`src/rtl/uart_pkg.sv`:
```
// rtl/uart_pkg.sv - shared types, constants and helpers for the UART frame checker
package uart_pkg;

    // Frame position tracked by the checker
    typedef enum logic [1:0] {
        IDLE   = 2'd0,
        DATA   = 2'd1,
        PARITY = 2'd2,
        STOP   = 2'd3
    } uart_state_t;

    // Parity type encoding on par_typ
    localparam logic PAR_EVEN = 1'b0;
    localparam logic PAR_ODD  = 1'b1;

    // Ceiling log2, used to size the data bit index
    function automatic int clog2(input int value);
        int result;
        result = 0;
        for (int i = 0; i < 31; i++) begin
            if ((1 << i) < value) begin
                result = i + 1;
            end
        end
        return result;
    endfunction

endpackage

```
`src/rtl/uart_sat_counter.sv`:
```
// rtl/uart_sat_counter.sv - saturating event counter with synchronous clear
//
// Ports:
//   clk   - system clock, rising edge
//   rst   - asynchronous active-high reset
//   inc   - count one event this cycle
//   clr   - synchronous clear, wins over inc
//   count - current count, sticks at all-ones
module uart_sat_counter #(
    parameter int CNT_WIDTH = 8
) (
    input  logic                 clk,
    input  logic                 rst,
    input  logic                 inc,
    input  logic                 clr,
    output logic [CNT_WIDTH-1:0] count
);

    logic [CNT_WIDTH-1:0] count_q;
    logic [CNT_WIDTH-1:0] count_d;

    always_comb begin
        count_d = count_q;
        if (clr) begin
            count_d = '0;
        end else if (inc && (count_q != {CNT_WIDTH{1'b1}})) begin
            count_d = count_q + CNT_WIDTH'(1);
        end
    end

    always_ff @(posedge clk or posedge rst) begin
        if (rst) begin
            count_q <= '0;
        end else begin
            count_q <= count_d;
        end
    end

    assign count = count_q;

endmodule

```
`src/rtl/uart_frame_check.sv`:
```
// rtl/uart_frame_check.sv - sequential UART frame checker: data shift, parity, stop bits
//
// Ports:
//   CLK, RST      - clock and asynchronous active-high reset
//   frame_start   - start bit confirmed; next bit_valid is data bit 0
//   bit_valid     - sampled_bit is valid for the current frame position
//   sampled_bit   - majority-sampled line value
//   par_en        - parity bit present (latched at frame_start)
//   par_typ       - 0 even / 1 odd (latched at frame_start)
//   clr_cnt       - synchronous clear of both error counters
//   p_data        - data of the last error-free frame
//   data_valid    - pulse: clean frame completed
//   par_err       - pulse: frame completed with parity mismatch
//   stp_err       - pulse: frame ended on a zero stop bit
//   busy          - frame in progress
//   par_err_cnt   - saturating parity error count
//   stp_err_cnt   - saturating stop error count
module uart_frame_check
    import uart_pkg::*;
#(
    parameter int DATA_WIDTH = 8,
    parameter int STOP_BITS  = 1,
    parameter int CNT_WIDTH  = 8
) (
    input  logic                  CLK,
    input  logic                  RST,
    input  logic                  frame_start,
    input  logic                  bit_valid,
    input  logic                  sampled_bit,
    input  logic                  par_en,
    input  logic                  par_typ,
    input  logic                  clr_cnt,
    output logic [DATA_WIDTH-1:0] p_data,
    output logic                  data_valid,
    output logic                  par_err,
    output logic                  stp_err,
    output logic                  busy,
    output logic [CNT_WIDTH-1:0]  par_err_cnt,
    output logic [CNT_WIDTH-1:0]  stp_err_cnt
);

    localparam int IDX_W = clog2(DATA_WIDTH);
    localparam logic [IDX_W-1:0] LAST_IDX = IDX_W'(DATA_WIDTH - 1);
    localparam logic LAST_STOP = 1'(STOP_BITS - 1);

    uart_state_t           state_q, state_d;
    logic [DATA_WIDTH-1:0] shift_q, shift_d;
    logic [IDX_W-1:0]      idx_q, idx_d;
    logic                  stop_idx_q, stop_idx_d;
    logic                  par_en_q, par_en_d;
    logic                  par_typ_q, par_typ_d;
    logic                  par_mis_q, par_mis_d;
    logic [DATA_WIDTH-1:0] p_data_q;
    logic                  data_valid_q, par_err_q, stp_err_q;

    // Frame-ending events, decided in the cycle of the ending bit_valid
    logic end_ok, end_par, end_stp;

    always_comb begin
        state_d    = state_q;
        shift_d    = shift_q;
        idx_d      = idx_q;
        stop_idx_d = stop_idx_q;
        par_en_d   = par_en_q;
        par_typ_d  = par_typ_q;
        par_mis_d  = par_mis_q;
        end_ok     = 1'b0;
        end_par    = 1'b0;
        end_stp    = 1'b0;

        // frame_start restarts from any state and swallows a coincident bit_valid
        if (frame_start) begin
            state_d    = DATA;
            par_en_d   = par_en;
            par_typ_d  = par_typ;
            shift_d    = '0;
            idx_d      = '0;
            stop_idx_d = 1'b0;
            par_mis_d  = 1'b0;
        end else if (bit_valid) begin
            case (state_q)
                DATA: begin
                    // LSB arrives first, so shifting in at the top leaves bit 0 at the bottom
                    shift_d = {sampled_bit, shift_q[DATA_WIDTH-1:1]};
                    if (idx_q == LAST_IDX) begin
                        state_d    = par_en_q ? PARITY : STOP;
                        stop_idx_d = 1'b0;
                    end else begin
                        idx_d = idx_q + IDX_W'(1);
                    end
                end
                PARITY: begin
                    par_mis_d = sampled_bit ^ (^shift_q) ^ par_typ_q;
                    state_d   = STOP;
                end
                STOP: begin
                    if (!sampled_bit) begin
                        end_stp = 1'b1;
                        state_d = IDLE;
                    end else if (stop_idx_q == LAST_STOP) begin
                        state_d = IDLE;
                        if (par_mis_q) begin
                            end_par = 1'b1;
                        end else begin
                            end_ok = 1'b1;
                        end
                    end else begin
                        stop_idx_d = 1'b1;
                    end
                end
                default: ;
            endcase
        end
    end

    always_ff @(posedge CLK or posedge RST) begin
        if (RST) begin
            state_q      <= IDLE;
            shift_q      <= '0;
            idx_q        <= '0;
            stop_idx_q   <= 1'b0;
            par_en_q     <= 1'b0;
            par_typ_q    <= 1'b0;
            par_mis_q    <= 1'b0;
            p_data_q     <= '0;
            data_valid_q <= 1'b0;
            par_err_q    <= 1'b0;
            stp_err_q    <= 1'b0;
        end else begin
            state_q      <= state_d;
            shift_q      <= shift_d;
            idx_q        <= idx_d;
            stop_idx_q   <= stop_idx_d;
            par_en_q     <= par_en_d;
            par_typ_q    <= par_typ_d;
            par_mis_q    <= par_mis_d;
            data_valid_q <= end_ok;
            par_err_q    <= end_par;
            stp_err_q    <= end_stp;
            if (end_ok) begin
                p_data_q <= shift_q;
            end
        end
    end

    uart_sat_counter #(.CNT_WIDTH(CNT_WIDTH)) u_par_cnt (
        .clk   (CLK),
        .rst   (RST),
        .inc   (end_par),
        .clr   (clr_cnt),
        .count (par_err_cnt)
    );

    uart_sat_counter #(.CNT_WIDTH(CNT_WIDTH)) u_stp_cnt (
        .clk   (CLK),
        .rst   (RST),
        .inc   (end_stp),
        .clr   (clr_cnt),
        .count (stp_err_cnt)
    );

    assign p_data     = p_data_q;
    assign data_valid = data_valid_q;
    assign par_err    = par_err_q;
    assign stp_err    = stp_err_q;
    // state_q is registered, so busy falls on the same edge that raises the completion pulse
    assign busy       = (state_q != IDLE);

endmodule

```
`config.mk`:
```
export PLATFORM = sky130hd
export DESIGN_NAME = uart_frame_check
export DESIGN_NICKNAME = d
export VERILOG_FILES = /design/src/rtl/uart_pkg.sv /design/src/rtl/uart_sat_counter.sv /design/src/rtl/uart_frame_check.sv
export SDC_FILE = /design/constraint.sdc
export NUM_CORES = 1
export LEC_CHECK = 0
export ABC_AREA = 1
export BUFFER_PORTS_ARGS = -buffer_cell sky130_fd_sc_hd__buf_4
export CORE_MARGIN = 2
export CORE_UTILIZATION = 53
export CTS_BUF_LIST = sky130_fd_sc_hd__clkbuf_2
export DETAILED_ROUTE_END_ITERATION = 7
export GPL_ROUTABILITY_DRIVEN = 1
export PLACE_DENSITY = 0.74
export SYNTH_ARGS = -nofsm -noshare
export SYNTH_HDL_FRONTEND = slang
export SYNTH_SLANG_ARGS = --single-unit
```
`constraint.sdc`:
```
create_clock -name CLK -period 1.52 [get_ports CLK]
set_clock_uncertainty 0.1 [all_clocks]
set_input_delay 0.304 -clock CLK [delete_from_list [all_inputs] [get_ports CLK]]
set_output_delay 0.304 -clock CLK [all_outputs]
set_load 0.1 [all_outputs]
```
After elaboration in Yosys (flattened, before gate mapping)
Cells that the tools add are included.
{ "totals": {"elab_cells": 87, "reg_bits": 44, "out_inout_bits": 28, "input_bits": 8} }
{ "classes": {"mux": 43, "n_bitwise": 2, "n_reduce_logical": 16, "eq_ne": 10, "addsub": 3} }
{ "op_table": {"columns": ["cell", "count"], "rows": [
  ["$mux 8", 7],
  ["$mux 1", 25],
  ["$add 8x1->8 const B", 2],
  ["$ne 8x8->1 const B", 2],
  ["$mux 3", 4],
  ["$reduce_bool 2->1", 6],
  ["$mux 2", 5],
  ["$reduce_and 4->1", 2],
  ["$reduce_xor 8->1", 1],
  ["$ne 3x3->1 const B", 2],
  ["$pmux 2 s3", 1],
  ["$eq 2x2->1 const B", 2],
  ["$ne 4x4->1 const B", 1],
  ["$reduce_and 2->1", 2],
  ["$reduce_bool 4->1", 1],
  ["$add 3x1->3 const B", 1],
  ["$eq 3x3->1 const B", 1],
  ["$reduce_and 3->1", 1],
  ["$reduce_bool 3->1", 1],
  ["$eq 2x1->1 const B", 1],
  ["$logic_and 1x1->1", 2],
  ["$ne 2x2->1 const B", 1],
  ["$pmux 1 s2", 1],
  ["$xor 1x1->1", 2]
]} }

Depth between registers and ports, before layout
Gate-level depths: netlist of the first run.
{ "depth": {"word_depth": 9, "mapped_depth": 11, "mapped_depth_nobuf": 11} }

Modules after synthesis
From an unflattened synthesis of the first run, not the netlist that was laid out.
{ "unflattened": {"cells_unflattened": 296, "area_unflattened_um2": 2351.0} }
{ "modules_own_cells": {"columns": ["mod", "n_inst", "cells_each", "area_each_um2", "seq_area_each_um2"], "rows": [
  ["uart_frame_check", 1, 158, 1337.5, 675.6],
  ["uart_sat_counter", 2, 69, 506.7, 200.2]
]} }

Worst setup path before layout of the first run
No wires, ideal clock.
{ "synth_timing": {"path_type": "register to register", "startpoint": "register u_par_cnt.count_q[1] (netlist: u_par_cnt.count[1])", "endpoint": "register u_par_cnt.count_q[4] (netlist: u_par_cnt.count[4])", "setup_ps": 120, "period_less_slack_ps": 2296, "setup_slack_ps": -776, "stages_incl_launch_ff": 11, "required_ps": 1300, "arrival_ps": 2076, "n_path_buf": 0, "path_cell_list": "dfrtp_1 ha_1 nand2_1 nor2_2 nand3_1 nand2_4 inv_6 nor2_8 inv_4 nand2_1 nand2_1"} }
{ "synth_between": {"elab_chain_len": 3, "elab_cells_between_ends": 6, "classes_between": "1 x add/sub; 1 x eq/ne; 2 x mux; 2 x reduce/logical"} }
{ "synth_lines": {"columns": ["element", "line", "rtl"], "rows": [
  ["from (decl)", "uart_sat_counter.sv:19", "logic [CNT_WIDTH-1:0] count_q;"],
  ["from (signal assigned)", "uart_sat_counter.sv:35", "count_q <= count_d;"],
  ["$add 8x1->8 / $ne 8x8->1 (equally long branches)", "uart_sat_counter.sv:27, uart_sat_counter.sv:26", null],
  ["$mux 8 / $logic_and 1x1->1 (equally long branches)", "uart_sat_counter.sv:26", "end else if (inc && (count_q != {CNT_WIDTH{1'b1}})) begin"],
  ["$mux 8 / $reduce_bool 2->1 (equally long branches)", null, null]
]} }
Parallel ways exist; a longest one is shown, timed or not. The select of a mux whose other input is x is not followed.
A chain may end at the register's enable or synchronous reset.

Worst setup path in the final report of the first run
{ "layout_timing": {"startpoint": "register u_par_cnt.count_q[3] (netlist: u_par_cnt.count[3])", "endpoint": "output port par_err_cnt[3]"} }
{ "layout_lines": {"columns": ["element", "line", "rtl"], "rows": [
  ["to (decl)", "uart_frame_check.sv:38", "output logic [CNT_WIDTH-1:0] par_err_cnt,"]
]} }
No word-level cell between the ends.

==> results.toml, run 1 <==
[global_routing]
grt_pass1_vias = 1986
grt_pass1_wl_um = 9020
track_usage = 0.230
antenna_found_initial = 0
gr-total-overflow = 0
grt_max_degree = 44

[sta]
max_freq_mhz = 604
fin_ws_ns = -0.134
hold_viol = 0
setup_violations = 11
min_period_over_period = 1.09
max_slew_margin = 0.743
worst_pin_slew_ns = 0.385
rsz0062_at_grt = "true"
final.min_clock_period_ns = 1.65
final_max_slew_viol_count = 0

[placement]
dp_hpwl_um = 3250
portBuffers = 35
place_congestion = 0.846
dpl-instance-area_um2 = 2700
place_ws_ns = 0.0262

[cts]
cts.clk_slew.worst_paths_ns = 0.23
clockRootBuffer = "clkbuf_2"
cts_max_path_buffers = 2
tritoncts = "yes"
htree_levels = 2
cts_buffers = 5
insertion_delay_ns = 0.42
cts_sinks = 43

[power]
p_per_area_nw_per_um2 = 745
total_power_uw = 2510
leakage_uw = 0.00159
max-vdd-ir-drop_mv = 1.03

[route]
dr_wl_met2_um = 2590
vias = 2064
routedWlPerCell_um = 13.5
firstDrtPassIters = 4
initialDrtViolationCount = 126
wl_met3_um = 198
ant_nets = 0
routed_wirelength_um = 5320
drt-met1-wl_um = 2460
top_layer_used = "met4"
drc = 0
vias_per_cell = 5.23

[synthesis]
syn_nets = 283
syn_avg_cell_area_um2 = 8.31
synth_warnings = 0
synth_area_um2 = 2250
ys_ff_latch = 43
ys_types = 30
syn_inst = 271
synth_seq_area_share = 0.478

[setup_path]
path_max_fanout = 2
startpoint_type = "flip-flop"
r2r_setup_slack_ns = -0.02
worstRegToRegCells = 10
worst_ep_arrival_time_ns = 1.25
critPathCaptureType = "output port"
rr_endpoint = "u_par_cnt.count[4]$_DFFE_PP0P_"
critical_path_class = "reg -> out"
worstReg2RegStart = "u_par_cnt.count[0]$_DFFE_PP0P_"
cp.required_ns = 1.12

[layout]
area_delta_synth_final_pct = 49.7
final_cell_mix = "nand2_1, buf_4, dfrtp_1"
n_antenna_cell = 0
design_area_um2 = 3370
final_common_cell = "nand2_1"
drive_gt1_frac = 0.449
nets = 356

[run_status]
status = "finished, violations left"
violations = "negative setup slack"

[die]
core_um2 = 4060
dieArea_um2 = 4790
fp.dieH_um = 69.2
fp.dieW_um = 69.2
rows = 23
io_pins = 36
start_util = 0.555

[worst_hold_path]
hold_start = "frame_start"
holdPathEnd = "data_valid$_DFF_PP0_"
min_path_cells = 4
worstHoldPathType = "in -> reg"

[flow_run]
cap_violations = 0
worst max-delay path: stages, from the launching register on:
cell	delay, ns
dfrtp_4	0.54
buf_6	0.13
buf_12	0.15
logic make-up (layout without fill, tap and decap cells):
| family | Yosys count | count (layout) | synth area share |
|---|---|---|---|
| simple gates | 147 | 147 | 0.299 |
| flops | 43 | 43 | 0.478 |
| buf+inv | 33 | 107 | 0.0633 |
| compound gates | 32 | 32 | 0.0906 |
| xor+xnor | 12 | 12 | 0.0467 |
| fa+ha+maj | 4 | 4 | 0.0222 |
per-stage QoR:
stage          TNS [ns]   util  hold slack [ns]  cells
5_1_grt           -1.92  0.831           0.0360    395
3_5_place_dp          0  0.665            0.289    358
3_3_place_gp          0  0.665            0.290    358
2_1_floorplan     -2.28      -            0.270    271
6_report         -0.441  0.831           0.0584    395
4_1_cts          -0.627  0.763           0.0519    386
worst max path at each step:
stage / start / end / slack [ns]
6_report: u_par_cnt.count[3]$_DFFE_PP0P_ / par_err_cnt[3] / -0.13
5_1_grt: u_par_cnt.count[3]$_DFFE_PP0P_ / par_err_cnt[3] / -0.20
2_1_floorplan: u_par_cnt.count[1]$_DFFE_PP0P_ / u_par_cnt.count[4]$_DFFE_PP0P_ / -0.19
4_1_cts: u_par_cnt.count[3]$_DFFE_PP0P_ / par_err_cnt[3] / -0.16
3_5_place_dp: u_par_cnt.count[1]$_DFFE_PP0P_ / u_par_cnt.count[5]$_DFFE_PP0P_ / 0.03
3_3_place_gp: idx_q[0]$_DFFE_PP0P_ / state_q[0]$_DFFE_PP0P_ / 0.07
layout make-up:
| class | instances | area (µm²) |
|---|---|---|
| Clock buffer | 6 | 30.0 |
| Clock inverter | 2 | 8.76 |
| Multi-Input combinational cell | 195 | 1200 |
| Tap cell | 50 | 62.6 |
| Timing Repair Buffer | 69 | 822 |
| Fill cell | 232 | 687 |
| Sequential cell | 43 | 1120 |
| Inverter | 30 | 128 |
layer usage:
layer,vias to the layer above,global-route usage
li1,1019,-
met1,983,0.302
met2,52,0.374
met3,10,0.0610
met4,0,0.0675
met5,-,0
sequential cells by signal, summed over array words and instances, names as in the netlist, 2 cells and up:
register	count
u_par_cnt.count	8
p_data	8
u_stp_cnt.count	8
idx_q	3
state_q	2
shift_q	8
timing repair:
action | in CTS | in global routing
endpoints found under the setup margin | 22 | 50
buffers inserted | 16 | 9
resized for setup | 52 | 55
pin swaps | 2 | 11
endpoints found under the hold margin | 46 | 0
gates cloned | 0 | 0
hold buffers | 4 | 0
synthesized netlist by cell type:
cell      number  area [µm²]
a21oi_1        3        15.0
a31o_2         1        8.76
a31oi_1        2        12.5
buf_2          1        5.00
buf_6          1        11.3
clkbuf_1       1        3.75
dfrtp_1       43        1080
ha_1           4        50.1
inv_1         22        82.6
inv_2          5        18.8
inv_4          2        12.5
inv_6          1        8.76
nand2_1       80         300
nand2_2        4        25.0
nand2_4        2        22.5
nand3_1       24         120
nand3_2        1        10.0
nand4_1        4        25.0
nor2_1        19        71.3
nor2_2         2        12.5
nor2_4         1        11.3
nor2_8         1        20.0
nor3_1         6        30.0
nor3_2         2        20.0
o21ai_0       14        70.1
o21ai_1        2        10.0
o21ai_2       10        87.6
or2_2          1        6.26
xnor2_1        6        52.6
xor2_1         6        52.6
power by group:
group          internal (µW)  switching, µW
sequential              1210           54.4
clock                    113            373
combinational            259            500
No activity file was read; power rests on OpenSTA's default activity.
==> inputs of run 2 (changes only) <==
--- a/config.mk
+++ b/config.mk
@@ -15,4 +15,5 @@
 export PLACE_DENSITY = 0.74
 export SYNTH_ARGS = -nofsm -noshare
 export SYNTH_HDL_FRONTEND = slang
+export SYNTH_HIERARCHICAL = 1
 export SYNTH_SLANG_ARGS = --single-unit
==> results.toml, run 2 <==
[synthesis]
synth_area_leaders = "dfrtp_1, nand2_1, inv_1"
ys_ff_latch = 43
synth_top_family_by_area = "simple AND/OR/NAND/NOR gates"
synth_xor_area_frac = 0.0298
synth.top_cell.area_share = 0.458
async_reset_ff_frac = 1.00
synth_area_um2 = 2350
synth_common_cells = "nand2_1, dfrtp_1, inv_1, nand3_1, nor2_1"
synth-edff-count = 0
syn_avg_cell_area_um2 = 7.94
syn_nets = 308
synth_seq_area_share = 0.458
syn_inst = 296
synth_area_leader_cell = "dfrtp_1"
ys_types = 26
muxShareOfSynthArea = 0
synth-compound-area-share = 0.0873
synth-adder-area-share = 0.0213
synthFlopType = "dfrtp_1"
synth_warnings = 6
synth.most_common_cell = "nand2_1"
yosys.area_share.simple = 0.319

[layout]
fillers = 313
final_common_cell = "nand2_1"
final_util = 0.760
seq_area_um2 = 1110
n_antenna_cell = 0
layout.cells.non_filler = 420
final_cell_mix = "nand2_1, buf_4, inv_1"
area_delta_synth_final_pct = 39.8
multi_input_area_um2 = 1170
nets = 379
drive_gt1_frac = 0.359

[setup_path]
critPathCaptureType = "output port"
critical_path_class = "reg -> out"
r2r_setup_slack_ns = 0.04
worst_ep_arrival_time_ns = 1.21
worstRegToRegCells = 9
worstReg2RegStart = "state_q[1]$_DFFE_PP0P_"
rr_endpoint = "u_par_cnt/count[7]$_DFFE_PP0P_"
startpoint_type = "flip-flop"
cp.required_ns = 1.12
path_max_fanout = 2

[cts]
clockRootBuffer = "clkbuf_2"
tritoncts = "yes"
cts_sinks = 43
cts_max_path_buffers = 2
htree_levels = 2
cts.clk_slew.worst_paths_ns = 0.20
insertion_delay_ns = 0.40
cts_buffers = 5

[global_routing]
gr-total-overflow = 0
track_usage = 0.204
grt_max_degree = 28
grt_pass1_wl_um = 8220
grt_pass1_vias = 1944
antenna_found_initial = 0

[placement]
dp.cells = 386
place_congestion = 0.866
portBuffers = 35
dp_hpwl_um = 3430
place_ws_ns = -0.0420

[die]
core_um2 = 4320
start_util = 0.544
dieArea_um2 = 4980
rows = 24
fp.dieH_um = 70.6
fp.dieW_um = 70.6
io_pins = 36

[worst_hold_path]
hold_start = "frame_start"
worstHoldPathType = "in -> reg"
min_path_cells = 4
holdPathEnd = "shift_q[7]$_DFFE_PP0P_"

[flow_run]
cap_violations = 0

[sta]
rsz0062_at_grt = "true"
min_period_over_period = 1.06
hold_viol = 0
final.min_clock_period_ns = 1.61
fin_ws_ns = -0.0906
worst_pin_slew_ns = 0.349
final_max_slew_viol_count = 0
setup_violations = 5
max_freq_mhz = 621
max_slew_margin = 0.767

[route]
ant_nets = 0
firstDrtPassIters = 4
vias = 2114
initialDrtViolationCount = 96
routedWlPerCell_um = 11.8
vias_per_cell = 5.03
drc = 0
routed_wirelength_um = 4950

[power]
p_per_area_nw_per_um2 = 683
max-vdd-ir-drop_mv = 0.455
leakage_uw = 0.00166

[run_status]
violations = "negative setup slack"
status = "finished, violations left"
run 2: cell types whose count changed after synthesis, sizes merged, moves of 2 or more:
cell    before  now
inv         30   41
a21oi        3    6
nor3b        0    2
xnor2        6    2
nor3         8    2
nand4        4    0
nand2       86  108
clkinv       0    2
run 2: final cells by class:
cell class                 instances  share of cell area
clock inverter                     2             0.00228
tap                               52              0.0198
multi-input combinational        207               0.356
inverter                          43              0.0537
timing repair buffer              67               0.222
clock buffer                       6             0.00914
sequential                        43               0.337
run 2: report_power, final:
part	internal (µW)	leakage, µW	total (µW)	switching [µW]
Combinational	208	0.00107	564	356
Sequential	1190	0.000560	1220	32.6
Clock	111	0.0000281	461	350
run 2: per-stage QoR:
stage          power, µW  area [µm²]  setup TNS, ns  hold slack (ns)
2_1_floorplan       1560        2430         -0.184           0.0193
3_3_place_gp        1670        2770              0            0.190
3_5_place_dp        1680        2770        -0.0420            0.190
4_1_cts             2220        3120         -0.299           0.0766
5_1_grt             2360        3290         -0.631           0.0993
6_report            2240        3290         -0.152            0.116
run 2: per-layer routing:
metal	vias up	track usage	wire length, µm
li1	1066	-	-
met1	988	0.252	2070
met2	50	0.351	2550
met3	10	0.0456	234
met4	0	0.0797	95
met5	-	0	0
run 2: critical path, cell delays in order (launching register included):
cell     delay [ns]
dfrtp_1        0.43
buf_6          0.13
inv_4          0.05
nand2_4        0.05
buf_12         0.16
run 2: how the worst max path moves through the flow:
stage	startpoint	end	depth (start not counted)
2_1_floorplan	u_stp_cnt/count[1]$_DFFE_PP0P_	u_stp_cnt/count[5]$_DFFE_PP0P_	9
3_3_place_gp	frame_start	u_par_cnt/count[7]$_DFFE_PP0P_	10
3_5_place_dp	frame_start	u_par_cnt/count[7]$_DFFE_PP0P_	10
4_1_cts	state_q[1]$_DFFE_PP0P_	busy	4
5_1_grt	state_q[1]$_DFFE_PP0P_	busy	4
6_report	state_q[0]$_DFFE_PP0P_	busy	4
run 2: logic make-up after synthesis:
logic type,count (synthesis)
buffers and inverters,46
AO/OA/AOI/OAI,34
AND/OR/NAND/NOR,161
flip-flops,43
XOR/XNOR,8
adder cells (fa/ha/maj),4
run 2: repair_timing:
| action | 4_1_cts | 5_1_grt |
|---|---|---|
| resized for setup | 46 | 26 |
| pin swaps | 1 | 6 |
| setup buffers | 14 | 9 |
| setup endpoints to repair | 22 | 38 |
| endpoints found under the hold margin | 45 | 0 |
| hold buffers | 3 | 0 |
